## src/rtl/memory_loader.sv

```systemverilog
// Byte-to-word loader: packs four bytes little-endian into a word and issues
// one write strobe per word to a memory, stopping once depth words are stored.
module memory_loader #(
    parameter int memory_size = 16,
    parameter int word_size   = 32,
    parameter int depth       = 200
) (
    input  logic                   clk,
    input  logic                   reset,
    input  logic [7:0]             byte_in,
    input  logic                   byte_valid,
    output logic                   byte_ready,
    input  logic                   clear,
    input  logic                   rwn,
    output logic [memory_size-1:0] address_dec,
    output logic [word_size-1:0]   word_out,
    output logic                   start,
    output logic [7:0]             word_count,
    output logic                   full
);

    localparam logic [1:0] COLLECT = 2'd0;
    localparam logic [1:0] WRITE   = 2'd1;
    localparam logic [1:0] FULL    = 2'd2;
    localparam int         LANES   = word_size / 8;
    localparam logic [8:0] DEPTH_W = 9'(depth);

    logic [1:0]             state_reg, state_next;
    logic [1:0]             byte_cnt_reg, byte_cnt_next;
    logic [memory_size-1:0] addr_reg, addr_next;
    logic [7:0]             count_reg, count_next;
    logic [8:0]             count_inc;
    logic                   accept;
    logic                   commit;

    // clear dominates both byte acceptance and the memory commit
    assign accept    = (state_reg == COLLECT) && byte_valid && !clear;
    assign commit    = (state_reg == WRITE) && !rwn && !clear;
    assign count_inc = {1'b0, count_reg} + 9'd1;

    always_comb begin
        state_next    = state_reg;
        byte_cnt_next = byte_cnt_reg;
        addr_next     = addr_reg;
        count_next    = count_reg;
        if (clear) begin
            state_next    = COLLECT;
            byte_cnt_next = 2'd0;
            addr_next     = '0;
            count_next    = 8'd0;
        end else if (accept) begin
            byte_cnt_next = byte_cnt_reg + 2'd1;
            if (byte_cnt_reg == 2'd3) begin
                state_next = WRITE;
            end
        end else if (commit) begin
            addr_next  = addr_reg + memory_size'(1);
            count_next = count_inc[7:0];
            state_next = (count_inc == DEPTH_W) ? FULL : COLLECT;
        end
    end

    always_ff @(posedge clk) begin
        if (!reset) begin
            state_reg    <= COLLECT;
            byte_cnt_reg <= 2'd0;
            addr_reg     <= '0;
            count_reg    <= 8'd0;
        end else begin
            state_reg    <= state_next;
            byte_cnt_reg <= byte_cnt_next;
            addr_reg     <= addr_next;
            count_reg    <= count_next;
        end
    end

    // One register per byte lane; a lane loads only when its slot is the next to fill.
    for (genvar gi = 0; gi < LANES; gi++) begin : g_lane
        logic [7:0] lane_reg;

        always_ff @(posedge clk) begin
            if (!reset) begin
                lane_reg <= 8'd0;
            end else if (accept && (int'(byte_cnt_reg) == gi)) begin
                lane_reg <= byte_in;
            end
        end

        assign word_out[gi*8 +: 8] = lane_reg;
    end

    assign address_dec = addr_reg;
    assign word_count  = count_reg;
    assign byte_ready  = (state_reg == COLLECT);
    assign start       = (state_reg == WRITE);
    assign full        = (state_reg == FULL);

endmodule

```

## config.mk

```make
export PLATFORM = sky130hd
export DESIGN_NAME = memory_loader
export DESIGN_NICKNAME = d
export VERILOG_FILES = /design/src/rtl/memory_loader.sv
export SDC_FILE = /design/constraint.sdc
export NUM_CORES = 1
export LEC_CHECK = 0
export ABC_AREA = 1
export BUFFER_PORTS_ARGS = -buffer_cell sky130_fd_sc_hd__buf_2
export CORE_MARGIN = 2
export CORE_UTILIZATION = 43
export CTS_CLUSTER_DIAMETER = 30
export DETAILED_ROUTE_END_ITERATION = 12
export GPL_TIMING_DRIVEN = 0
export HOLD_SLACK_MARGIN = 0.1
export MAX_ROUTING_LAYER = met4
export PLACE_DENSITY_LB_ADDON = 0.12
export SLEW_MARGIN = 20
export SYNTH_ARGS = -nofsm -noshare
export SYNTH_HDL_FRONTEND = slang
export SYNTH_SLANG_ARGS = --single-unit
```

## constraint.sdc

```tcl
create_clock -name clk -period 3.4 [get_ports clk]
set_input_delay 0.68 -clock clk [delete_from_list [all_inputs] [get_ports clk]]
set_output_delay 0.68 -clock clk [all_outputs]
set_load 0.03 [all_outputs]
```

==> impl_metrics.xml, run 1 <==
<?xml version="1.0" encoding="UTF-8"?>
<metrics>
  <group name="status">
    <metric name="run_status" unit="">finished clean</metric>
  </group>
  <group name="timing">
    <metric name="fmax" unit="GHz">0.539</metric>
    <metric name="fin_ws" unit="ns">1.54</metric>
    <metric name="worst_tran_pin_value" unit="ns">0.519</metric>
    <metric name="relSlewSlack" unit="%">65.4</metric>
    <metric name="final.hold.worst_slack" unit="ns">0.457</metric>
    <metric name="period_share" unit="%">54.6</metric>
    <metric name="final.setup.tns" unit="ns">0</metric>
    <metric name="setup_repair_after_global_routing_missed_its_margin" unit="">no</metric>
    <metric name="final.min_clock_period" unit="ns">1.86</metric>
    <metric name="final.setup_skew" unit="ns">0.00498</metric>
    <metric name="setup-violations-final" unit="">0</metric>
    <metric name="timing_hold_violations_final" unit="">0</metric>
    <metric name="final-max-slew-violation-count" unit="">0</metric>
  </group>
  <group name="drt">
    <metric name="drt-initial-drc-count" unit="">110</metric>
    <metric name="antenna_left" unit="">0</metric>
    <metric name="drt_pre_antenna_iters" unit="">4</metric>
    <metric name="drt-vias-per-instance" unit="">5.07</metric>
    <metric name="wl_per_cell" unit="um">13.0</metric>
    <metric name="dr_total_vias" unit="">2593</metric>
    <metric name="postRouteWirelength" unit="mm">6.63</metric>
    <metric name="detail_route.drc_violations" unit="">0</metric>
  </group>
  <group name="global_route">
    <metric name="grt_first_pass_wirelength" unit="mm">10.6</metric>
    <metric name="grt_start_max_net_pins" unit="">11</metric>
    <metric name="antenna_violations_before_repair" unit="">0</metric>
    <metric name="globalRouteTotalUtil" unit="%">21.2</metric>
    <metric name="grt-ovfl-total" unit="">0</metric>
    <metric name="first_global_vias" unit="">2275</metric>
  </group>
  <group name="hold_path">
    <metric name="hold_path_end" unit="">g_lane[2].lane_reg[6]$_SDFFE_PN0P_</metric>
    <metric name="startpoint_of_the_worst_hold_path" unit="">g_lane[2].lane_reg[6]$_SDFFE_PN0P_</metric>
    <metric name="worst_hold_path_type" unit="">register to register</metric>
    <metric name="min_path_cells" unit="">2</metric>
  </group>
  <group name="clocking">
    <metric name="clockRootBuffer" unit="">sky130_fd_sc_hd__clkbuf_8</metric>
    <metric name="worst_path_clk_slew" unit="ns">0.06</metric>
    <metric name="htree_num_levels" unit="">3</metric>
    <metric name="cts_buffers" unit="">9</metric>
    <metric name="clockBufferDepth" unit="">2</metric>
    <metric name="cts_hold_buffers" unit="">0</metric>
    <metric name="clock_insertion_delay_worst_skew" unit="ns">0.33</metric>
    <metric name="tritoncts" unit="">yes</metric>
    <metric name="cts.repair.resized" unit="">0</metric>
    <metric name="clock-sinks" unit="">60</metric>
    <metric name="cts_post_setup_buffers_inserted" unit="">0</metric>
  </group>
  <group name="layout">
    <metric name="antennaDiodeCount" unit="">0</metric>
    <metric name="largest_register_ffs" unit="">32</metric>
    <metric name="combined_area_of_the_multi_input_logic_cells" unit="mm2">0.00126</metric>
    <metric name="nNetsFinal" unit="">452</metric>
    <metric name="area_growth_syn_to_layout" unit="%">23.5</metric>
    <metric name="postLayoutCoreUtil" unit="%">55.2</metric>
    <metric name="filler_cells" unit="">623</metric>
    <metric name="drive_gt1_share" unit="%">26.1</metric>
    <metric name="layout.area.seq" unit="mm2">0.00120</metric>
  </group>
  <group name="placed_design">
    <metric name="place.detailed.hpwl" unit="mm">4.74</metric>
    <metric name="gp_congestion" unit="">0.817</metric>
    <metric name="placement.setup.worst_slack" unit="ns">1.49</metric>
    <metric name="portBuffers" unit="">71</metric>
  </group>
  <group name="floorplanning">
    <metric name="die_h" unit="um">82.7</metric>
    <metric name="coreArea" unit="mm2">0.00596</metric>
    <metric name="floorplan.io_pins" unit="">72</metric>
    <metric name="die_area" unit="mm2">0.00683</metric>
    <metric name="std_cell_rows" unit="">28</metric>
    <metric name="die_w" unit="um">82.7</metric>
    <metric name="initial_core_util" unit="%">44.7</metric>
  </group>
  <group name="pwr">
    <metric name="power_switching" unit="mW">0.329</metric>
    <metric name="cellInternalPower" unit="mW">1.05</metric>
    <metric name="clock_power_share" unit="%">42.1</metric>
    <metric name="total_power" unit="mW">1.38</metric>
    <metric name="power.share.combinational" unit="%">6.1</metric>
    <metric name="netSwitchingFraction" unit="%">23.9</metric>
    <metric name="sequentialPowerShare" unit="%">51.8</metric>
    <metric name="irDropWorstVdd" unit="V">0.000214</metric>
    <metric name="power.density" unit="mW/mm2">419</metric>
    <metric name="power.leakage" unit="nW">1.40</metric>
  </group>
  <group name="worst_setup_path">
    <metric name="crit_fanout" unit="">4</metric>
    <metric name="slowest_stage_cell_cp" unit="">sky130_fd_sc_hd__dfxtp_1</metric>
    <metric name="worst-endpoint-arrival" unit="ns">1.18</metric>
    <metric name="critical_path.reg2reg.startpoint" unit="">address_dec[0]$_SDFFE_PP0P_</metric>
    <metric name="path_class" unit="">register to primary output</metric>
    <metric name="critPathTopFamily" unit="">flip-flops</metric>
    <metric name="r2r_end" unit="">address_dec[14]$_SDFFE_PP0P_</metric>
    <metric name="crit_required" unit="ns">2.72</metric>
    <metric name="cpPeakStageDelay" unit="ns">0.38</metric>
    <metric name="reg2reg_depth" unit="">8</metric>
    <metric name="start_kind" unit="">register</metric>
    <metric name="cp_cell_sequence" unit="">inv_2 -&gt; nor2_4 -&gt; buf_2</metric>
    <metric name="reg_to_reg_setup_timing_slack" unit="ns">1.88</metric>
    <metric name="timing.critical_path.buf_inv" unit="">2</metric>
    <metric name="worstSetupEndpointType" unit="">primary output</metric>
  </group>
  <group name="logic_synthesis">
    <metric name="synthesis.nets" unit="">370</metric>
    <metric name="synth-warning-count" unit="">0</metric>
    <metric name="synth_area_per_cell" unit="um2">7.58</metric>
    <metric name="yosys.cell_types.count" unit="">31</metric>
    <metric name="synth_cells" unit="">351</metric>
    <metric name="synth_sequential_area_ratio" unit="%">45.1</metric>
    <metric name="flop_and_latch_count_out_of_synthesis" unit="">60</metric>
    <metric name="mappedNetlistArea" unit="mm2">0.00266</metric>
  </group>
  <group name="job">
    <metric name="max_cap_violations" unit="">0</metric>
  </group>
</metrics>
how the worst max path moves through the flow:
stage / startpoint / endpoint / slack [ns] / cells after the start
2_1_floorplan: address_dec[0]$_SDFFE_PP0P_ / address_dec[14]$_SDFFE_PP0P_ / 1.78 / 8
3_3_place_gp: reset / address_dec[2]$_SDFFE_PP0P_ / 1.48 / 6
3_5_place_dp: reset / address_dec[2]$_SDFFE_PP0P_ / 1.49 / 6
4_1_cts: state_reg[0]$_SDFFE_PP0P_ / start / 1.52 / 3
5_1_grt: state_reg[0]$_SDFFE_PP0P_ / start / 1.49 / 3
6_report: state_reg[0]$_SDFFE_PP0P_ / start / 1.54 / 3
layout make-up:
| cell class | instances | area share [%] |
|---|---|---|
| Multi-Input combinational cell | 249 | 38.4 |
| Clock inverter | 2 | 0.305 |
| Buffer | 14 | 2.86 |
| Clock buffer | 12 | 5.03 |
| Inverter | 28 | 3.20 |
| Sequential cell | 60 | 36.6 |
| Tap cell | 75 | 2.86 |
| Timing Repair Buffer | 71 | 10.8 |
Yosys cell counts, drive strengths merged:
master | count | area [um2]
nand2 | 78 | 305
dfxtp | 60 | 1200
nand3 | 50 | 265
a21oi | 47 | 235
nor2 | 31 | 141
inv | 28 | 105
o21ai | 11 | 55.1
clkbuf | 10 | 52.6
nor3 | 10 | 66.3
ha | 6 | 75.1
a31oi | 4 | 25.0
buf | 4 | 41.3
nand4 | 4 | 25.0
a211oi | 3 | 27.5
a31o | 1 | 8.76
nor3b | 1 | 7.51
o21a | 1 | 7.51
o21bai | 1 | 7.51
xor2 | 1 | 8.76
per-layer routing:
metal	vias to the layer above	wire [um]	global-route usage, %
li1	1338	-	-
met4	0	57	6.89
met3	7	392	5.11
met1	1177	3140	27.2
met5	-	0	-
met2	71	3040	32.8
power by group through the flow:
| stage | Sequential [mW] | Clock [mW] | Combinational [mW] |
|---|---|---|---|
| global placement | 0.729 | 0 | 0.0842 |
| floorplan | 0.741 | 0 | 0.0394 |
| CTS | 0.713 | 0.598 | 0.0849 |
| global route | 0.714 | 0.628 | 0.0924 |
| finish | 0.713 | 0.580 | 0.0835 |
| detailed placement | 0.729 | 0 | 0.0847 |
worst min-delay path, stage by stage, from the launching register on:
cell and delay (ns):
sky130_fd_sc_hd__dfxtp_1 0.31, sky130_fd_sc_hd__nand2_1 0.06, sky130_fd_sc_hd__a21oi_1 0.05
through the flow:
step | cells | cell area [um2]
floorplan | 351 | 2660
global placement | 497 | 3110
detailed placement | 497 | 3110
CTS | 511 | 3290
global route | 511 | 3290
finish | 511 | 3290
cell usage in the layout, fill, tap and decap left out, drive strengths merged:
cell    count
a31oi       4
nand3      50
a211oi      3
nor3b       1
o21bai      1
nand2      78
clkinv      2
nor3       10
dfxtp      60
o21ai      11
clkbuf     22
xor2        1
nand4       4
a21oi      47
o21a        1
ha          6
a31o        1
nor2       31
inv        28
buf        75
kinds of logic (layout without fill, tap and decap cells):
logic type	count (synthesis)	in the layout	share of synthesized area, %
buffers and inverters	42	127	7.48
xor gates and xnor gates	1	1	0.329
DFF	60	60	45.1
and+or+nand+nor	174	174	30.5
adders and majority gates	6	6	2.82
AOI/OAI and AO/OA	68	68	13.8
Note: power is estimated with default switching activity, not from simulation.
==> inputs of run 2 (changes only) <==
==> constraint.sdc (replaced) <==
create_clock -name clk -period 1.7 [get_ports clk]
set_input_delay 0.34 -clock clk [delete_from_list [all_inputs] [get_ports clk]]
set_output_delay 0.34 -clock clk [all_outputs]
set_load 0.03 [all_outputs]
==> impl_metrics.xml, run 2 (same netlist as run 1, synthesis figures left out) <==
<?xml version="1.0" encoding="UTF-8"?>
<metrics>
  <group name="status">
    <metric name="run_status" unit="">finished clean</metric>
  </group>
  <group name="layout">
    <metric name="nNetsFinal" unit="">452</metric>
    <metric name="drive_gt1_share" unit="%">26.1</metric>
    <metric name="filler_cells" unit="">621</metric>
    <metric name="area_growth_syn_to_layout" unit="%">23.7</metric>
    <metric name="antennaDiodeCount" unit="">0</metric>
    <metric name="postLayoutCoreUtil" unit="%">55.3</metric>
    <metric name="largest_register_ffs" unit="">32</metric>
    <metric name="layout_commonest_cell" unit="">sky130_fd_sc_hd__nand2_1</metric>
    <metric name="mostFrequentLayoutCells" unit="">sky130_fd_sc_hd__nand2_1 (75), sky130_fd_sc_hd__buf_2 (71), sky130_fd_sc_hd__dfxtp_1 (60), sky130_fd_sc_hd__nand3_1 (47), sky130_fd_sc_hd__a21oi_1 (47)</metric>
  </group>
  <group name="placed_design">
    <metric name="portBuffers" unit="">71</metric>
    <metric name="place.detailed.hpwl" unit="mm">4.74</metric>
    <metric name="gp_congestion" unit="">0.817</metric>
    <metric name="placement.setup.worst_slack" unit="ns">0.128</metric>
  </group>
  <group name="timing">
    <metric name="final.setup.tns" unit="ns">0</metric>
    <metric name="period_share" unit="%">91.3</metric>
    <metric name="final.min_clock_period" unit="ns">1.55</metric>
    <metric name="worst_tran_pin_value" unit="ns">0.515</metric>
    <metric name="setup_repair_after_global_routing_missed_its_margin" unit="">no</metric>
    <metric name="final.setup_skew" unit="ns">0.00699</metric>
    <metric name="fmax" unit="GHz">0.644</metric>
    <metric name="timing_hold_violations_final" unit="">0</metric>
    <metric name="relSlewSlack" unit="%">65.7</metric>
    <metric name="setup-violations-final" unit="">0</metric>
    <metric name="final.hold.worst_slack" unit="ns">0.300</metric>
    <metric name="final-max-slew-violation-count" unit="">0</metric>
    <metric name="fin_ws" unit="ns">0.148</metric>
  </group>
  <group name="clocking">
    <metric name="clock_insertion_delay_worst_skew" unit="ns">0.33</metric>
    <metric name="htree_num_levels" unit="">3</metric>
    <metric name="cts_post_setup_buffers_inserted" unit="">0</metric>
    <metric name="tritoncts" unit="">yes</metric>
    <metric name="cts_buffers" unit="">9</metric>
    <metric name="clockRootBuffer" unit="">sky130_fd_sc_hd__clkbuf_8</metric>
    <metric name="worst_path_clk_slew" unit="ns">0.07</metric>
    <metric name="clockBufferDepth" unit="">2</metric>
    <metric name="clock-sinks" unit="">60</metric>
  </group>
  <group name="worst_setup_path">
    <metric name="slowest_stage_cell_cp" unit="">sky130_fd_sc_hd__dfxtp_1</metric>
    <metric name="start_kind" unit="">register</metric>
    <metric name="reg_to_reg_setup_timing_slack" unit="ns">0.15</metric>
    <metric name="crit_required" unit="ns">1.93</metric>
    <metric name="worst-endpoint-arrival" unit="ns">1.78</metric>
    <metric name="critical_path_depth" unit="">8</metric>
    <metric name="cpPeakStageDelay" unit="ns">0.41</metric>
    <metric name="cp_cell_sequence" unit="">ha_1 -&gt; nand3_1 -&gt; nor3_4 -&gt; inv_1 -&gt; nor2_2 -&gt; nand3_1 -&gt; nand2_1 -&gt; nor2_1</metric>
    <metric name="timing.critical_path.buf_inv" unit="">1</metric>
    <metric name="reg2reg_depth" unit="">8</metric>
    <metric name="crit_fanout" unit="">4</metric>
    <metric name="worstSetupEndpointType" unit="">register</metric>
    <metric name="timing.critical_path.mode_cell" unit="">sky130_fd_sc_hd__nand3_1</metric>
    <metric name="path_class" unit="">register to register</metric>
    <metric name="critPathTopFamily" unit="">simple AND/OR/NAND/NOR gates</metric>
  </group>
  <group name="floorplanning">
    <metric name="std_cell_rows" unit="">28</metric>
    <metric name="die_h" unit="um">82.7</metric>
    <metric name="die_w" unit="um">82.7</metric>
    <metric name="coreArea" unit="mm2">0.00596</metric>
    <metric name="die_area" unit="mm2">0.00683</metric>
    <metric name="floorplan.io_pins" unit="">72</metric>
    <metric name="initial_core_util" unit="%">44.7</metric>
  </group>
  <group name="pwr">
    <metric name="power_switching" unit="mW">0.660</metric>
    <metric name="power.share.combinational" unit="%">6.1</metric>
    <metric name="irDropWorstVdd" unit="V">0.000427</metric>
    <metric name="netSwitchingFraction" unit="%">24.0</metric>
    <metric name="cellInternalPower" unit="mW">2.10</metric>
    <metric name="clock_power_share" unit="%">42.2</metric>
    <metric name="sequentialPowerShare" unit="%">51.8</metric>
    <metric name="power.density" unit="mW/mm2">837</metric>
    <metric name="power.leakage" unit="nW">1.42</metric>
    <metric name="total_power" unit="mW">2.76</metric>
  </group>
  <group name="drt">
    <metric name="drt_pre_antenna_iters" unit="">4</metric>
    <metric name="wl_per_cell" unit="um">13.0</metric>
    <metric name="dr_total_vias" unit="">2572</metric>
    <metric name="drt-initial-drc-count" unit="">129</metric>
    <metric name="detail_route.drc_violations" unit="">0</metric>
    <metric name="detail_route.wirelength.met1" unit="mm">3.16</metric>
    <metric name="met2_length" unit="mm">3.03</metric>
    <metric name="drt-vias-per-instance" unit="">5.03</metric>
    <metric name="postRouteWirelength" unit="mm">6.66</metric>
    <metric name="top_signal_layer_used" unit="">met4</metric>
    <metric name="antenna_left" unit="">0</metric>
    <metric name="met3WireLength" unit="um">434</metric>
  </group>
  <group name="global_route">
    <metric name="first_global_vias" unit="">2275</metric>
    <metric name="antenna_violations_before_repair" unit="">0</metric>
    <metric name="grt_start_max_net_pins" unit="">11</metric>
    <metric name="grt_first_pass_wirelength" unit="mm">10.6</metric>
    <metric name="globalRouteTotalUtil" unit="%">21.2</metric>
    <metric name="grt-ovfl-total" unit="">0</metric>
  </group>
  <group name="hold_path">
    <metric name="worst_hold_path_type" unit="">primary input to register</metric>
    <metric name="min_path_cells" unit="">3</metric>
  </group>
  <group name="job">
    <metric name="max_cap_violations" unit="">0</metric>
  </group>
</metrics>
[run 2: cell count changes in the layout (fill, tap and decap cells not counted)]
cell / before / now
sky130_fd_sc_hd__nor3_4: 1 / 2
sky130_fd_sc_hd__nor3_2: 1 / 0
[run 2: final cells by class]
type / count / area [um2] / area share, %
multi-input combinational: 249 / 1270 / 38.5
sequential: 60 / 1200 / 36.5
tap: 75 / 93.8 / 2.85
timing repair buffer: 71 / 355 / 10.8
clock inverter: 2 / 10.0 / 0.304
inverter: 28 / 105 / 3.19
clock buffer: 12 / 165 / 5.02
buffer: 14 / 93.8 / 2.85
[run 2: routing by layer]
layer / GRT usage (%) / vias up
li1: - / 1337
met1: 27.2 / 1151
met2: 32.8 / 78
met3: 5.11 / 6
met4: 6.89 / 0
met5: - / -
[run 2: worst reg2reg max path, delay by kind of cell, from the launching register on]
kind / cells / cell delay, ns
and+or+nand+nor: 6 / 0.72
buffers and inverters: 1 / 0.08
adders and majority gates: 1 / 0.25
DFF: 1 / 0.41
[run 2: final timing paths]
kind / start / to
hold reg to reg: g_lane[2].lane_reg[6]$_SDFFE_PN0P_ / g_lane[2].lane_reg[6]$_SDFFE_PN0P_
setup reg to reg: address_dec[0]$_SDFFE_PP0P_ / address_dec[14]$_SDFFE_PP0P_
setup / recovery: address_dec[0]$_SDFFE_PP0P_ / address_dec[14]$_SDFFE_PP0P_
hold / removal: reset / g_lane[3].lane_reg[5]$_SDFFE_PN0P_
[run 2: power groups by stage]
| stage | Sequential, mW | Combinational [mW] | Clock, mW |
|---|---|---|---|
| floorplan | 1.48 | 0.0788 | 0 |
| global placement | 1.46 | 0.168 | 0 |
| detailed placement | 1.46 | 0.169 | 0 |
| CTS | 1.43 | 0.170 | 1.20 |
| global route | 1.43 | 0.185 | 1.26 |
| finish | 1.43 | 0.167 | 1.16 |
[run 2: what timing repair did]
item | in CTS | in global routing
hold buffers | 0 | 0
resized for setup | 0 | 1
setup endpoints to repair | 0 | 1
[run 2: through the flow]
stage	cells	instance area, um2
6_report	511	3290
5_1_grt	511	3290
4_1_cts	511	3290
3_5_place_dp	497	3110
3_3_place_gp	497	3110
2_1_floorplan	351	2660
